**config.mk**
```make
export PLATFORM = sky130hd
export DESIGN_NAME = adder_seq_sliced
export DESIGN_NICKNAME = d
export VERILOG_FILES = /design/src/rtl/adder_seq_pkg.sv /design/src/rtl/adder_slice.sv /design/src/rtl/adder_seq_sliced.sv
export SDC_FILE = /design/constraint.sdc
export NUM_CORES = 1
export LEC_CHECK = 0
export CORE_ASPECT_RATIO = 0.75
export CORE_MARGIN = 4
export CORE_UTILIZATION = 24
export CTS_BUF_LIST = sky130_fd_sc_hd__clkbuf_4 sky130_fd_sc_hd__clkbuf_8 sky130_fd_sc_hd__clkbuf_16
export CTS_CLUSTER_SIZE = 8
export DETAILED_ROUTE_END_ITERATION = 8
export PLACE_DENSITY = 0.46
export SYNTH_ARGS = -nofsm -noshare
export SYNTH_HDL_FRONTEND = slang
export SYNTH_HIERARCHICAL = 1
export SYNTH_SLANG_ARGS = --single-unit
```
**constraint.sdc**
```tcl
create_clock -name clk -period 4 [get_ports clk]
set_input_delay 0.8 -clock clk [delete_from_list [all_inputs] [get_ports clk]]
set_output_delay 0.8 -clock clk [all_outputs]
set_load 0.05 [all_outputs]
```
**src/rtl/adder_seq_pkg.sv**
```systemverilog
`default_nettype none
// ============================================================================
//  Module      : adder_seq_pkg
//  Description : Shared types and helpers for the sliced sequential adder:
//                FSM state encoding, slice count and index width functions.
//  Revision    : 1.0 - initial release
// ============================================================================
package adder_seq_pkg;

  // Controller states, explicitly 2 bits wide
  typedef enum logic [1:0] {
    IDLE = 2'd0,
    RUN  = 2'd1,
    DONE = 2'd2
  } state_e;

  // Number of clocks (slices) needed for one operation
  function automatic int nslice(input int width, input int slice);
    return width / slice;
  endfunction

  // Slice index width; a single-slice configuration still gets a 1-bit index
  function automatic int idx_width(input int n);
    return (n > 1) ? $clog2(n) : 1;
  endfunction

endpackage
`default_nettype wire

```
**src/rtl/adder_slice.sv**
```systemverilog
`default_nettype none
// ============================================================================
//  Module      : adder_slice
//  Description : Combinational SLICE-bit ripple-carry adder. Besides the
//                carry-out it exposes the carry into the top bit so the
//                caller can derive signed overflow.
//  Revision    : 1.0 - initial release
// ============================================================================
module adder_slice #(
  parameter int SLICE = 4
) (
  input  logic [SLICE-1:0] a,
  input  logic [SLICE-1:0] b,
  input  logic             ci,
  output logic [SLICE-1:0] s,
  output logic             co,
  output logic             c_msb
);

  // Ripple the carry bit by bit; carry chain kept local to avoid a split loop
  always_comb begin
    logic [SLICE:0] w_c;
    w_c    = '0;
    s      = '0;
    w_c[0] = ci;
    for (int i = 0; i < SLICE; i++) begin
      s[i]     = a[i] ^ b[i] ^ w_c[i];
      w_c[i+1] = (a[i] & b[i]) | (a[i] & w_c[i]) | (b[i] & w_c[i]);
    end
    co    = w_c[SLICE];
    c_msb = w_c[SLICE-1];
  end

endmodule
`default_nettype wire

```
**src/rtl/adder_seq_sliced.sv**
```systemverilog
`default_nettype none
// ============================================================================
//  Module      : adder_seq_sliced
//  Description : Multi-cycle WIDTH-bit adder/subtractor. One SLICE-bit ripple
//                slice is reused for WIDTH/SLICE clocks with a registered
//                carry between slices. valid/ready on input and output.
//  Revision    : 1.0 - initial release
// ============================================================================
module adder_seq_sliced
  import adder_seq_pkg::*;
#(
  parameter int WIDTH = 32,
  parameter int SLICE = 4
) (
  input  logic             clk,
  input  logic             rst,
  input  logic             in_valid,
  output logic             in_ready,
  input  logic [WIDTH-1:0] a,
  input  logic [WIDTH-1:0] b,
  input  logic             cin,
  input  logic             sub,
  output logic             out_valid,
  input  logic             out_ready,
  output logic [WIDTH-1:0] sum,
  output logic             cout,
  output logic             ovf
);

  localparam int c_nslice = nslice(WIDTH, SLICE);
  localparam int c_idx_w  = idx_width(c_nslice);
  localparam logic [c_idx_w-1:0] c_last_idx = c_idx_w'(c_nslice - 1);

  // A width that is not a whole number of slices cannot be processed
  if ((WIDTH % SLICE) != 0) begin : g_param_check
    $error("adder_seq_sliced: WIDTH must be a multiple of SLICE");
  end

  state_e             state_q, state_d;
  logic [WIDTH-1:0]   a_q, a_d;
  logic [WIDTH-1:0]   b_q, b_d;      // b already inverted for subtract
  logic               carry_q, carry_d;
  logic [c_idx_w-1:0] idx_q, idx_d;
  logic [WIDTH-1:0]   sum_q, sum_d;
  logic               cout_q, cout_d;
  logic               ovf_q, ovf_d;

  logic [WIDTH-1:0]   w_a_shift, w_b_shift;
  logic [SLICE-1:0]   w_slice_s;
  logic               w_slice_co, w_slice_c_msb;

  // Bring the active slice down to the bottom bits for the shared adder
  assign w_a_shift = a_q >> (SLICE * int'(idx_q));
  assign w_b_shift = b_q >> (SLICE * int'(idx_q));

  adder_slice #(.SLICE(SLICE)) u_slice (
    .a     (w_a_shift[SLICE-1:0]),
    .b     (w_b_shift[SLICE-1:0]),
    .ci    (carry_q),
    .s     (w_slice_s),
    .co    (w_slice_co),
    .c_msb (w_slice_c_msb)
  );

  // State register
  always_ff @(posedge clk) begin
    if (rst) state_q <= IDLE;
    else     state_q <= state_d;
  end

  // Next-state logic
  always_comb begin
    state_d = state_q;
    case (state_q)
      IDLE:    if (in_valid)            state_d = RUN;
      RUN:     if (idx_q == c_last_idx) state_d = DONE;
      DONE:    if (out_ready)           state_d = IDLE;
      default:                          state_d = IDLE;
    endcase
  end

  // Handshake outputs decoded from state
  always_comb begin
    in_ready  = (state_q == IDLE);
    out_valid = (state_q == DONE);
  end

  // Datapath next values: capture operands on accept, one slice per RUN clock
  always_comb begin
    a_d     = a_q;
    b_d     = b_q;
    carry_d = carry_q;
    idx_d   = idx_q;
    sum_d   = sum_q;
    cout_d  = cout_q;
    ovf_d   = ovf_q;
    if (in_valid && in_ready) begin
      a_d     = a;
      b_d     = sub ? ~b : b;
      carry_d = sub ? 1'b1 : cin;
      idx_d   = '0;
    end else if (state_q == RUN) begin
      for (int i = 0; i < c_nslice; i++) begin
        if (idx_q == c_idx_w'(i)) sum_d[i*SLICE +: SLICE] = w_slice_s;
      end
      carry_d = w_slice_co;
      idx_d   = idx_q + c_idx_w'(1);
      if (idx_q == c_last_idx) begin
        cout_d = w_slice_co;
        ovf_d  = w_slice_co ^ w_slice_c_msb;
      end
    end
  end

  // Datapath registers
  always_ff @(posedge clk) begin
    if (rst) begin
      a_q     <= '0;
      b_q     <= '0;
      carry_q <= 1'b0;
      idx_q   <= '0;
      sum_q   <= '0;
      cout_q  <= 1'b0;
      ovf_q   <= 1'b0;
    end else begin
      a_q     <= a_d;
      b_q     <= b_d;
      carry_q <= carry_d;
      idx_q   <= idx_d;
      sum_q   <= sum_d;
      cout_q  <= cout_d;
      ovf_q   <= ovf_d;
    end
  end

  assign sum  = sum_q;
  assign cout = cout_q;
  assign ovf  = ovf_q;

endmodule
`default_nettype wire
```
==> out/metrics.cfg, run 1 <==
[logic_synthesis]
ys_seq_area_frac=0.433
synthFlopType=dfxtp_1
ys_seq_elements=104
avgSynthCellArea_um2=9.55
yosysWarnings=6
syn-instance-count=503
synth-edff-count=0
async_flop_share=0
synth.distinct_cells=35
syn_nets=583
netlist_area_mm2=0.00481

[timing]
rsz0062_at_grt=no
period_share=0.871
fin_setup_tns_ns=0
setup_viol=0
fin_worst_skew_ns=0.00878
min_period_ns=3.48
timing_hold_violations_final=0
fmax_mhz=287
relSlewSlack=0.261
drv_slew=0
worst_pin_slew_ns=1.11

[cts]
ctsHoldBuffers=0
clockRootBuffer=clkbuf_16
cts_resized=0
cts_made_buffers=9
cts_buffer_depth=2
tritoncts=built
clock-sinks=104
clk_latency_ns=0.35
cts.clk_slew.worst_paths_ns=0.07
ctsHtreeMaxLevel=3
cts_setup_buffers=0

[place]
hpwl_um=9520
portBuffers=105
gp_congestion=0.757
dp.cells=822
place_area_mm2=0.00595

[global_routing]
grt_pass1_vias=3714
grt_usage=0.116
grt_remaining_overflow=0
grt_max_degree=105
grt_first_pass_wirelength_um=20100
grt_antenna_before_repair=0

[pwr]
leakage_nw=2.47
powerDensity_mw_per_mm2=382
peakVddDrop_mv=0.170

[floorplan]
start_util=0.247
die_x_um=171
die_area_mm2=0.0224
core_mm2=0.0195
die_h_um=131
rows=44
ios=106

[routing]
firstDrtPassIters=4
drt_iter0_drc=145
via_per_inst=4.30
via_count=3597
drc=0
ant_nets=0
drt_wl_total_um=12700
avgRoutedWirePerCell_um=15.2

[critical_path]
cp_top_family=adder cells
path_cells=buf_4 > mux4_1 > nand2_1 > nand2_1 > fa_1 > fa_1 > inv_1 > fa_1 > inv_1 > mux2i_1 > nor2_1
cpMostUsedCell=fa_1
max_stage_delay_ns=0.60
critPathLaunchType=flip-flop
crit_buf_inv=3
cp_max_fo=10
crit_type=reg -> reg
arrival_ns=3.75
slowest_stage=dfxtp_1
end_kind=flip-flop
required_ns=4.27

[hold_path]
hold_class=reg -> reg

[layout]
antenna_cells=0
layout-drive-gt1-share=0.0668
nets=660
stdcell_count=837
area.growth.synth_to_final_pct=30.0
design_area_mm2=0.00625

[status]
status=completed

[flow_run]
maxCapViolCount=0

==> routing by layer <==
layer | wire (um) | vias to the layer above | track usage
met1 | 6560 | 1661 | 0.168
met3 | 652 | 7 | 0.0370
met4 | 93 | 0 | 0.0238
li1 | - | 1847 | -
met2 | 5390 | 82 | 0.171
met5 | 0 | - | 0
==> Yosys cell counts, drive strengths merged (2+ instances only) <==
master  count  area [um2]
a211oi     33         248
a21oi      34         170
and4bb      3        37.5
buf        20         126
clkbuf     26         141
dfxtp     104        2080
fa          4        80.1
ha          6        75.1
inv        14        52.6
mux2i      34         340
mux4       16         403
nand2      89         334
nand2b      2        12.5
nand3b      2        18.8
nand4b      3        45.0
nor2       70         263
xnor2      32         280
==> placed cells by master, fill, tap and decap left out, types with 2 or more instances in the layout <==
| master | netlist | routed |
|---|---|---|
| a211oi_1 | 33 | 33 |
| clkdlybuf4s50_1 | 0 | 103 |
| buf_4 | 3 | 8 |
| nand2b_1 | 2 | 2 |
| nor2_1 | 70 | 70 |
| nand4b_2 | 3 | 3 |
| and4bb_2 | 3 | 3 |
| xnor2_1 | 32 | 32 |
| inv_1 | 14 | 14 |
| ha_1 | 6 | 6 |
| dfxtp_1 | 104 | 104 |
| clkbuf_4 | 0 | 2 |
| mux2i_1 | 34 | 34 |
| mux4_1 | 10 | 10 |
| a21oi_1 | 34 | 34 |
| nand2_1 | 89 | 89 |
| fa_1 | 4 | 4 |
| clkbuf_16 | 0 | 9 |
| mux4_4 | 2 | 2 |
| mux4_2 | 4 | 4 |
==> kinds of logic after synthesis <==
group / after synthesis / synth area share
AOI/OAI and AO/OA: 71 / 0.0953
xor gates and xnor gates: 33 / 0.0601
adders and majority gates: 10 / 0.0323
buffers and inverters: 61 / 0.0674
DFF: 104 / 0.433
muxes: 50 / 0.155
and+or+nand+nor: 174 / 0.157
==> power by group <==
part	switching, mW	internal [mW]	total (mW)	leakage [nW]
logic	0.197	0.178	0.375	1.47
registers	0.0384	1.09	1.13	0.851
clock network	0.372	0.512	0.884	0.145
total	0.608	1.78	2.39	2.47
==> worst reg2reg max path, delay by kind of cell, from the launching register on <==
kind | cells | cell delay (ns)
buffers and inverters | 3 | 0.57
DFF | 1 | 0.60
adders and majority gates | 3 | 1.25
and+or+nand+nor | 3 | 0.26
muxes | 2 | 0.72
==> registers in the layout, summed over array words and instances (netlist names) <==
signal,cells
a_q,32
b_q,32
carry_q,1
cout,1
idx_q,3
ovf,1
state_q,2
sum,32
==> cell type report <==
class / instances / area, um2
Sequential cell: 104 / 2080
Tap cell: 253 / 317
Timing Repair Buffer: 112 / 1100
Clock buffer: 12 / 254
Fill cell: 2046 / 13200
Inverter: 15 / 56.3
Clock inverter: 3 / 42.5
Multi-Input combinational cell: 338 / 2400
==> stage by stage <==
stage / power, mW / hold slack [ns] / util / setup slack (ns)
after global placement: 1.53 / 0.444 / 0.305 / 0.604
after detailed placement: 1.53 / 0.451 / 0.305 / 0.506
after floorplan: 1.38 / 0.432 / - / 0.677
final: 2.39 / 0.454 / 0.321 / 0.517
after CTS: 2.43 / 0.461 / 0.321 / 0.477
after global routing: 2.51 / 0.482 / 0.321 / 0.241
==> final timing paths <==
kind	startpoint	to	slack, ns	cells after the start
worst max-delay path	idx_q[0]	sum[11]	0.52	11
worst min-delay path	a_q[20]	a_q[20]	0.45	2
worst max register to register	idx_q[0]	sum[11]	0.52	11
worst min register to register	a_q[20]	a_q[20]	0.45	2
No activity file was read; power rests on OpenSTA's default activity.
==> inputs of run 2 (changes only) <==
--- a/config.mk
+++ b/config.mk
@@ -11,7 +11,9 @@
 export CTS_BUF_LIST = sky130_fd_sc_hd__clkbuf_4 sky130_fd_sc_hd__clkbuf_8 sky130_fd_sc_hd__clkbuf_16
 export CTS_CLUSTER_SIZE = 8
 export DETAILED_ROUTE_END_ITERATION = 8
+export GPL_ROUTABILITY_DRIVEN = 0
 export PLACE_DENSITY = 0.46
+export SKIP_CTS_REPAIR_TIMING = 1
 export SYNTH_ARGS = -nofsm -noshare
 export SYNTH_HDL_FRONTEND = slang
 export SYNTH_HIERARCHICAL = 1
==> results of run 2 <==
No change in the layout: final DEF, timing and power equal those of run 1.
